<file path="src/rtl/ram_arb_pkg.sv">
// Shared types for the single-port RAM arbiter: word, word address and byte mask.
package ram_arb_pkg;
    localparam int unsigned MAX_NREQ = 8;
    localparam int unsigned WORD_W   = 32;
    localparam int unsigned ADDR_W   = 30;
    localparam int unsigned MASK_W   = 4;

    typedef logic [WORD_W-1:0] word_t;
    typedef logic [ADDR_W-1:0] waddr_t;
    typedef logic [MASK_W-1:0] bmask_t;
endpackage

</file>
<file path="src/rtl/ram_arbiter_rr_pick.sv">
// Combinational round-robin picker: first asserted req after index 'last', wrapping.
module rr_pick #(
    parameter int unsigned N  = 2,
    parameter int unsigned IW = (N > 1) ? $clog2(N) : 1
) (
    input  logic [N-1:0]  req,
    input  logic [IW-1:0] last,
    output logic [N-1:0]  grant
);
    logic [IW-1:0] idx;
    logic          found;

    always_comb begin
        grant = '0;
        found = 1'b0;
        idx   = '0;
        for (int unsigned k = 1; k <= N; k++) begin
            idx = IW'((32'(last) + k) % N);
            if (!found && req[idx]) begin
                grant[idx] = 1'b1;
                found      = 1'b1;
            end
        end
    end
endmodule

</file>
<file path="src/rtl/ram_arbiter.sv">
// Round-robin arbiter sharing one synchronous word RAM among NREQ requesters,
// with per-requester lock for atomic sequences and a fixed one-cycle read response.
module ram_arbiter
    import ram_arb_pkg::*;
#(
    parameter int unsigned NREQ = 2
) (
    input  logic                 clock,
    input  logic                 reset,
    input  logic   [NREQ-1:0]    req_valid,
    output logic   [NREQ-1:0]    req_ready,
    input  waddr_t [NREQ-1:0]    req_addr,
    input  word_t  [NREQ-1:0]    req_data_w,
    input  bmask_t [NREQ-1:0]    req_mask_w,
    input  logic   [NREQ-1:0]    req_lock,
    output logic   [NREQ-1:0]    rsp_valid,
    output word_t                rsp_data,
    output waddr_t               bus_addr,
    input  word_t                bus_data_r,
    output word_t                bus_data_w,
    output bmask_t               bus_mask_w
);
    localparam int unsigned IW = (NREQ > 1) ? $clog2(NREQ) : 1;

    logic [IW-1:0]   last_q, last_d;
    logic            lock_active_q, lock_active_d;
    logic [IW-1:0]   lock_owner_q, lock_owner_d;
    logic [NREQ-1:0] rsp_pend_q, rsp_pend_d;

    logic [NREQ-1:0] eligible;
    logic [NREQ-1:0] grant;
    logic [IW-1:0]   win_idx;
    logic            xfer;

    // While locked only the owner may compete, even when it is idle.
    always_comb begin
        eligible = req_valid;
        if (lock_active_q) begin
            eligible = req_valid & (NREQ'(1) << lock_owner_q);
        end
    end

    rr_pick #(.N(NREQ), .IW(IW)) u_pick (
        .req   (eligible),
        .last  (last_q),
        .grant (grant)
    );

    always_comb begin
        req_ready = reset ? '0 : grant;
        xfer      = |req_ready;
        win_idx   = '0;
        for (int unsigned i = 0; i < NREQ; i++) begin
            if (req_ready[i]) begin
                win_idx = IW'(i);
            end
        end
    end

    // Idle bus issues a harmless read of word 0.
    always_comb begin
        bus_addr   = '0;
        bus_data_w = '0;
        bus_mask_w = '0;
        if (xfer) begin
            bus_addr   = req_addr[win_idx];
            bus_data_w = req_data_w[win_idx];
            bus_mask_w = req_mask_w[win_idx];
        end
    end

    always_comb begin
        last_d        = last_q;
        lock_active_d = lock_active_q;
        lock_owner_d  = lock_owner_q;
        rsp_pend_d    = '0;
        if (lock_active_q && !req_lock[lock_owner_q]) begin
            lock_active_d = 1'b0;
        end
        if (xfer) begin
            last_d = win_idx;
            if (req_lock[win_idx]) begin
                lock_active_d = 1'b1;
                lock_owner_d  = win_idx;
            end
            if (req_mask_w[win_idx] == '0) begin
                rsp_pend_d[win_idx] = 1'b1;
            end
        end
    end

    always_ff @(posedge clock or posedge reset) begin
        if (reset) begin
            last_q        <= IW'(NREQ - 1);
            lock_active_q <= 1'b0;
            lock_owner_q  <= '0;
            rsp_pend_q    <= '0;
        end else begin
            last_q        <= last_d;
            lock_active_q <= lock_active_d;
            lock_owner_q  <= lock_owner_d;
            rsp_pend_q    <= rsp_pend_d;
        end
    end

    // RAM output after a write may be X; only forward it when a read is due.
    always_comb begin
        rsp_valid = rsp_pend_q;
        rsp_data  = (|rsp_pend_q) ? bus_data_r : '0;
    end
endmodule

</file>
<file path="config.mk">
export PLATFORM = sky130hd
export DESIGN_NAME = ram_arbiter
export DESIGN_NICKNAME = d
export VERILOG_FILES = /design/src/rtl/ram_arb_pkg.sv /design/src/rtl/ram_arbiter_rr_pick.sv /design/src/rtl/ram_arbiter.sv
export SDC_FILE = /design/constraint.sdc
export NUM_CORES = 1
export LEC_CHECK = 0
export BUFFER_PORTS_ARGS = -buffer_cell sky130_fd_sc_hd__clkbuf_2
export CELL_PAD_IN_SITES_DETAIL_PLACEMENT = 1
export CELL_PAD_IN_SITES_GLOBAL_PLACEMENT = 1
export CORE_AREA = 2 2 104 106
export CTS_CLUSTER_DIAMETER = 100
export DETAILED_ROUTE_END_ITERATION = 8
export DIE_AREA = 0 0 106 108
export PLACE_DENSITY = 0.82
export SLEW_MARGIN = 20
export SYNTH_ARGS = -nofsm -noshare
export SYNTH_HDL_FRONTEND = slang
export SYNTH_HIERARCHICAL = 1
export SYNTH_SLANG_ARGS = --single-unit
</file>
<file path="constraint.sdc">
create_clock -name clock -period 4 [get_ports clock]
set_input_delay 0.8 -clock clock [delete_from_list [all_inputs] [get_ports clock]]
set_output_delay 0.8 -clock clock [all_outputs]
set_load 0.005 [all_outputs]
</file>
==> flow_summary.yaml, run 1 <==
status:
  status: "finished clean"
min_path:
  worstHoldEndpoint: "last_q"
  holdPathStages: 1
  min-delay-path-class: "flop to flop"
  hp-start: "last_q"
drt:
  ant_nets: 0
  routedWlPerCell_um: 15.4
  drt_iter0_drc: 71
  drc: 0
  wl_um: 8290
  viasPerCell: 4.24
  first_pass_iters: 4
  via_count: 2282
place:
  hpwlAfterDp_um: 7210
  io_buffers: 271
  place.gp.congestion: 0.855
  dpl_worst_slack_ns: 0.344
  placed_area_mm2: 0.00264
global_route:
  antenna_found_initial: 0
  grt.overflow.total: 0
  grt_pass1_vias: 2365
  grt_max_degree: 70
  grt_pass1_wl_um: 11800
  grt_util_all_layers: 0.130
worst_setup_path:
  worst_r2r_path_depth: 6
  r2r_slack_ns: 1.74
  arrival_ns: 2.86
  r2r-end: "rsp_valid[1]"
  r2r_start: "lock_owner_q"
  end_kind: "primary output"
  worstPathRequired_ns: 3.20
  path_max_fanout: 69
  path_class: "input port to primary output"
  critPathLaunchType: "input port"
timing:
  min_period_ns: 3.66
  rsz0062_at_grt: "false"
  hold_viol: 0
  fmaxAchievable_mhz: 274
  setup_ws_ns: 0.344
  clock_skew_ns: 0.00199
  tns_ns: 0
  hold_ws_ns: 0.527
  maxSlewViolCount: 0
  setup_viol: 0
  period_share: 0.914
  tightest_slew_ns: 0.794
  relSlewSlack: 0.466
clock_network:
  cts_tree: "yes"
  post_cts_buffers: 0
  cts.sinks: 5
  htreeDepth: 1
  insertion_delay_ns: 0.22
  cts-root-buf: "clkbuf_8"
  ctsHoldBuffers: 0
  cts_buffers: 3
  post_cts_resized: 0
  path_clk_slew_ns: 0.04
  cts_buffer_depth: 2
finish:
  fin_area_mm2: 0.00269
  final_common_cell: "clkbuf_2"
  drive_gt1_frac: 0.699
  final_cell_mix: "clkbuf_2 (271), a22o_1 (66), nor2b_1 (32), inv_1 (4), dfrtp_1 (4)"
  syn_to_final_growth_pct: 129
  antenna_cells_inserted: 0
  nets: 573
power_and_ir_drop:
  p_leak_nw: 1.64
  seqPwrFrac: 0.129
  p_int_uw: 392
  netSwitchingFraction: 0.391
  p_sw_uw: 252
  p_comb_frac: 0.727
  ir_worst_vdd_uv: 137
  p_per_area_mw_per_mm2: 239
  clkPwrFrac: 0.144
  power.total_uw: 644
synth:
  netlist_area_mm2: 0.00117
  synth_area_leaders: "a22o_1 (49%), nor2b_1 (18%), dfrtp_1 (8.5%), buf_2 (3.8%), buf_4 (3.2%)"
  synthFlopType: "dfrtp_1"
  synth_cell_types: 24
  synth_top_area_frac: 0.492
  synth_top_area_cell: "a22o_1"
  avgSynthCellArea_um2: 8.16
  seq_area_frac_synth: 0.108
  synth_edf_count: 0
  synth_seq_cells: 5
  synth-async-reset-ratio: 1.00
  ys.warnings.count: 6
  syn_nets: 314
  synthCells: 144
floorplan:
  dieArea_mm2: 0.0114
  fp.coreArea_mm2: 0.0102
  start_util: 0.115
  die_w_um: 106
  ios: 272
  fp-row-count: 37
  die_y_um: 108
flow_run:
  cap_violations: 0
[stage by stage]
step / util / cells
floorplan: - / 144
global placement: 0.258 / 534
detailed placement: 0.258 / 534
CTS: 0.263 / 538
global route: 0.263 / 538
finish: 0.263 / 538
[cell type report]
type,count,area [µm²]
fillers,1326,7540
repair buffers,273,1400
multi-input cells,116,938
well taps,136,170
flip-flops and latches,5,126
clock buffers,4,45.0
inverters,4,15.0
[sequential cells by signal, indices dropped and copies added, names as in the netlist]
register       count
last_q             1
lock_owner_q       1
lock_active_q      1
rsp_valid          2
[synth_stat cells, types with 2 or more instances]
| cell type | count |
|---|---|
| a22o_1 | 66 |
| nor2b_1 | 33 |
| buf_2 | 9 |
| buf_4 | 5 |
| dfrtp_1 | 4 |
| inv_1 | 4 |
| a21boi_0 | 3 |
| clkbuf_1 | 3 |
| buf_6 | 2 |
[worst max path at each step]
stage               slack (ns)          from        endpoint  cells after the start
floorplan                 1.11  req_valid[1]  bus_data_w[10]                      7
global placement          0.58  req_valid[1]  bus_data_w[14]                      7
detailed placement        0.34  req_valid[1]  bus_data_w[14]                      7
CTS                       0.35  req_valid[1]  bus_data_w[14]                      7
global route              0.23  req_valid[1]  bus_data_w[14]                      7
finish                    0.34  req_valid[1]  bus_data_w[14]                      7
[cell families (layout without fill, tap and decap cells)]
| group | count (synthesis) | in the layout | synth area share |
|---|---|---|---|
| AO/OA/AOI/OAI | 73 | 73 | 0.539 |
| buffers and inverters | 23 | 281 | 0.112 |
| flip-flops | 5 | 5 | 0.108 |
| multiplexers | 1 | 1 | 0.00958 |
| AND/OR/NAND/NOR | 42 | 42 | 0.232 |
[worst max-delay path, cell delays in order]
cell and delay, ns:
clkbuf_2 0.07, a21boi_0 0.24, a21boi_0 0.69, nor2b_4 0.30, buf_12 0.26, a22o_1 0.28, clkbuf_2 0.14
[power by group through the flow]
stage	clock network, mW	registers (mW)	logic [mW]
after detailed placement	0	0.0826	0.475
after CTS	0.0958	0.0824	0.477
after global routing	0.0990	0.0845	0.510
after floorplan	0	0.0777	0.241
after global placement	0	0.0813	0.460
final	0.0930	0.0828	0.468
[per-layer routing]
layer | share of wire | global-route usage | routed length (µm) | vias to the layer above
li1 | - | - | - | 1075
met1 | 0.34 | 0.131 | 2810 | 1038
met2 | 0.54 | 0.266 | 4500 | 165
met3 | 0.11 | 0.0319 | 883 | 4
met4 | 0.011 | 0.0320 | 91 | 0
met5 | 0 | 0 | 0 | -
No activity file was read; power rests on OpenSTA's default activity.
==> run 2: changes to the inputs <==
--- a/config.mk
+++ b/config.mk
@@ -5,14 +5,15 @@
 export SDC_FILE = /design/constraint.sdc
 export NUM_CORES = 1
 export LEC_CHECK = 0
+export ABC_AREA = 1
 export BUFFER_PORTS_ARGS = -buffer_cell sky130_fd_sc_hd__clkbuf_2
 export CELL_PAD_IN_SITES_DETAIL_PLACEMENT = 1
 export CELL_PAD_IN_SITES_GLOBAL_PLACEMENT = 1
-export CORE_AREA = 2 2 104 106
+export CORE_MARGIN = 2
+export CORE_UTILIZATION = 15
 export CTS_CLUSTER_DIAMETER = 100
 export DETAILED_ROUTE_END_ITERATION = 8
-export DIE_AREA = 0 0 106 108
-export PLACE_DENSITY = 0.82
+export PLACE_DENSITY = 0.94
 export SLEW_MARGIN = 20
 export SYNTH_ARGS = -nofsm -noshare
 export SYNTH_HDL_FRONTEND = slang
==> run 2 against run 1 <==
Against the previous run:
- first-iteration DRC count grew 79%
- area after synthesis rose by 30%
- synthesized cell count grew 130%
- hold slack lost 0.052 ns
- fmax is 7.2% higher
- register-to-register slack gained 0.17 ns
- flip-flop and latch count stayed put
- non-clock buffer count up 6
- combinational power grew 50%
- routed wire length grew 11%
- clock skew down 0.0012 ns
==> flow_summary.yaml, run 2 <==
finish:
  nets: 757
  final_common_cell: "clkbuf_2"
  antenna_cells_inserted: 0
  syn_to_final_growth_pct: 97.5
  final_cell_mix: "clkbuf_2 (271), nor2_1 (161), a21oi_1 (67), inv_1 (38), nand2_1 (16)"
  fin_cells: 719
  post-route-util: 0.306
  largest_reg_flops: 2
  fin_area_mm2: 0.00301
  drive_gt1_frac: 0.491
floorplan:
  die_w_um: 105
  dieArea_mm2: 0.0110
  fp.coreArea_mm2: 0.00982
  start_util: 0.155
  ios: 272
  die_y_um: 105
  fp-row-count: 36
flow_run:
  cap_violations: 0
timing:
  tns_ns: 0
  min_period_ns: 3.41
  relSlewSlack: 0.695
  fmaxAchievable_mhz: 293
  maxSlewViolCount: 0
  clock_skew_ns: 0.000746
  tightest_slew_ns: 0.457
  period_share: 0.853
  setup_viol: 0
  hold_viol: 0
  rsz0062_at_grt: "false"
clock_network:
  post_cts_buffers: 0
  path_clk_slew_ns: 0.03
  insertion_delay_ns: 0.23
  cts_tree: "yes"
  htreeDepth: 1
  cts_buffers: 3
  cts-root-buf: "clkbuf_8"
  ctsHoldBuffers: 0
  cts_buffer_depth: 2
  cts.sinks: 5
  post_cts_resized: 0
worst_setup_path:
  slowest_delay_ns: 0.38
  critPathLaunchType: "input port"
  end_kind: "primary output"
  path_delay_family: "buffers and inverters"
  path_class: "input port to primary output"
  slowest_stage: "a21oi_1"
  path_buf_inv: 5
  path_max_fanout: 30
  worstPathRequired_ns: 3.20
  arrival_ns: 2.61
  cp_cell_sequence: "clkbuf_2, a21boi_0, inv_1, a21oi_1, nand2_2, inv_4, buf_4, a21oi_1, nor2_1, clkbuf_2"
synth:
  ys.warnings.count: 6
  synth_seq_cells: 5
  synth_cell_types: 17
  synth_commonest_cells: "nor2_1 (163), a21oi_1 (67), inv_1 (38)"
  yosysMostFrequentCell: "nor2_1"
  synth_edf_count: 0
  synthFlopType: "dfrtp_1"
  synth_top_area_cell: "nor2_1"
  avgSynthCellArea_um2: 4.66
  netlist_area_mm2: 0.00152
  synth_top_area_frac: 0.402
  synthCells: 327
  synth-async-reset-ratio: 1.00
  seq_area_frac_synth: 0.0830
  syn_nets: 497
  synth_area_leaders: "nor2_1 (40%), a21oi_1 (22%), inv_1 (9.4%), dfrtp_1 (6.6%), buf_4 (3.9%)"
drt:
  via_count: 3004
  drc: 0
  ant_nets: 0
  drt_iter0_drc: 127
  viasPerCell: 4.18
  first_pass_iters: 4
  routedWlPerCell_um: 12.7
  wl_um: 9160
power_and_ir_drop:
  clkPwrFrac: 0.109
  ir_worst_vdd_uv: 93.3
  netSwitchingFraction: 0.499
  p_leak_nw: 2.05
  p_sw_uw: 438
  seqPwrFrac: 0.093
  p_int_uw: 441
  p_comb_frac: 0.798
  p_per_area_mw_per_mm2: 292
global_route:
  grt_pass1_wl_um: 14100
  grt_pass1_vias: 3032
  grt_max_degree: 71
  grt.overflow.total: 0
  grt_util_all_layers: 0.156
  antenna_found_initial: 1
status:
  status: "finished clean"
place:
  hpwlAfterDp_um: 7760
  place_inst: 715
  placed_area_mm2: 0.00296
  io_buffers: 271
  place.gp.congestion: 0.842
min_path:
  min-delay-path-class: "flop to flop"
[run 2: layer usage]
metal / part of all wire / track usage
met5: 0.00076 / 0
met4: 0.019 / 0.0400
met3: 0.088 / 0.0449
met2: 0.52 / 0.299
met1: 0.37 / 0.164
[run 2: cell families after synthesis]
kind of cell / Yosys count / synth area share
AO/OA/AOI/OAI: 71 / 0.239
buffers and inverters: 64 / 0.210
flip-flops: 5 / 0.0830
AND/OR/NAND/NOR: 187 / 0.468
[run 2: area by class of cell]
| class | instances | area, µm² |
|---|---|---|
| Multi-Input combinational cell | 258 | 1090 |
| Tap cell | 133 | 166 |
| Clock buffer | 4 | 45.0 |
| Timing Repair Buffer | 279 | 1430 |
| Inverter | 40 | 153 |
| Sequential cell | 5 | 126 |
| Fill cell | 1418 | 6810 |
[run 2: power groups by stage]
stage	clock network (mW)	registers, mW	logic [mW]
3_5_place_dp	0	0.0825	0.713
6_report	0.0957	0.0819	0.701
2_1_floorplan	0	0.0788	0.384
4_1_cts	0.0994	0.0821	0.716
3_3_place_gp	0	0.0814	0.697
5_1_grt	0.105	0.0838	0.799
[run 2: path summary, 6_finish.rpt]
kind                                from  cells after the start       endpoint  slack, ns
max                         req_valid[1]                     10  bus_data_w[8]       0.59
min                               last_q                      2         last_q       0.47
max reg2reg                lock_active_q                     10   rsp_valid[0]       1.91
min reg2reg                       last_q                      2         last_q       0.47
max in group asynchronous          reset                      2         last_q       3.27
min in group asynchronous          reset                      2  lock_active_q       0.50
[run 2: per-stage QoR]
stage / setup slack [ns] / total power, mW / hold slack, ns
finish: 0.590 / 0.879 / 0.475
global route: 0.301 / 0.988 / 0.512
global placement: 0.623 / 0.778 / 0.464
detailed placement: 0.556 / 0.795 / 0.470
floorplan: 1.26 / 0.462 / 0.450
CTS: 0.556 / 0.897 / 0.477
[run 2: worst min-delay path, cell delays in order (launching register included)]
cell	delay, ns
dfstp_2	0.37
nand2_1	0.06
nand2_1	0.04
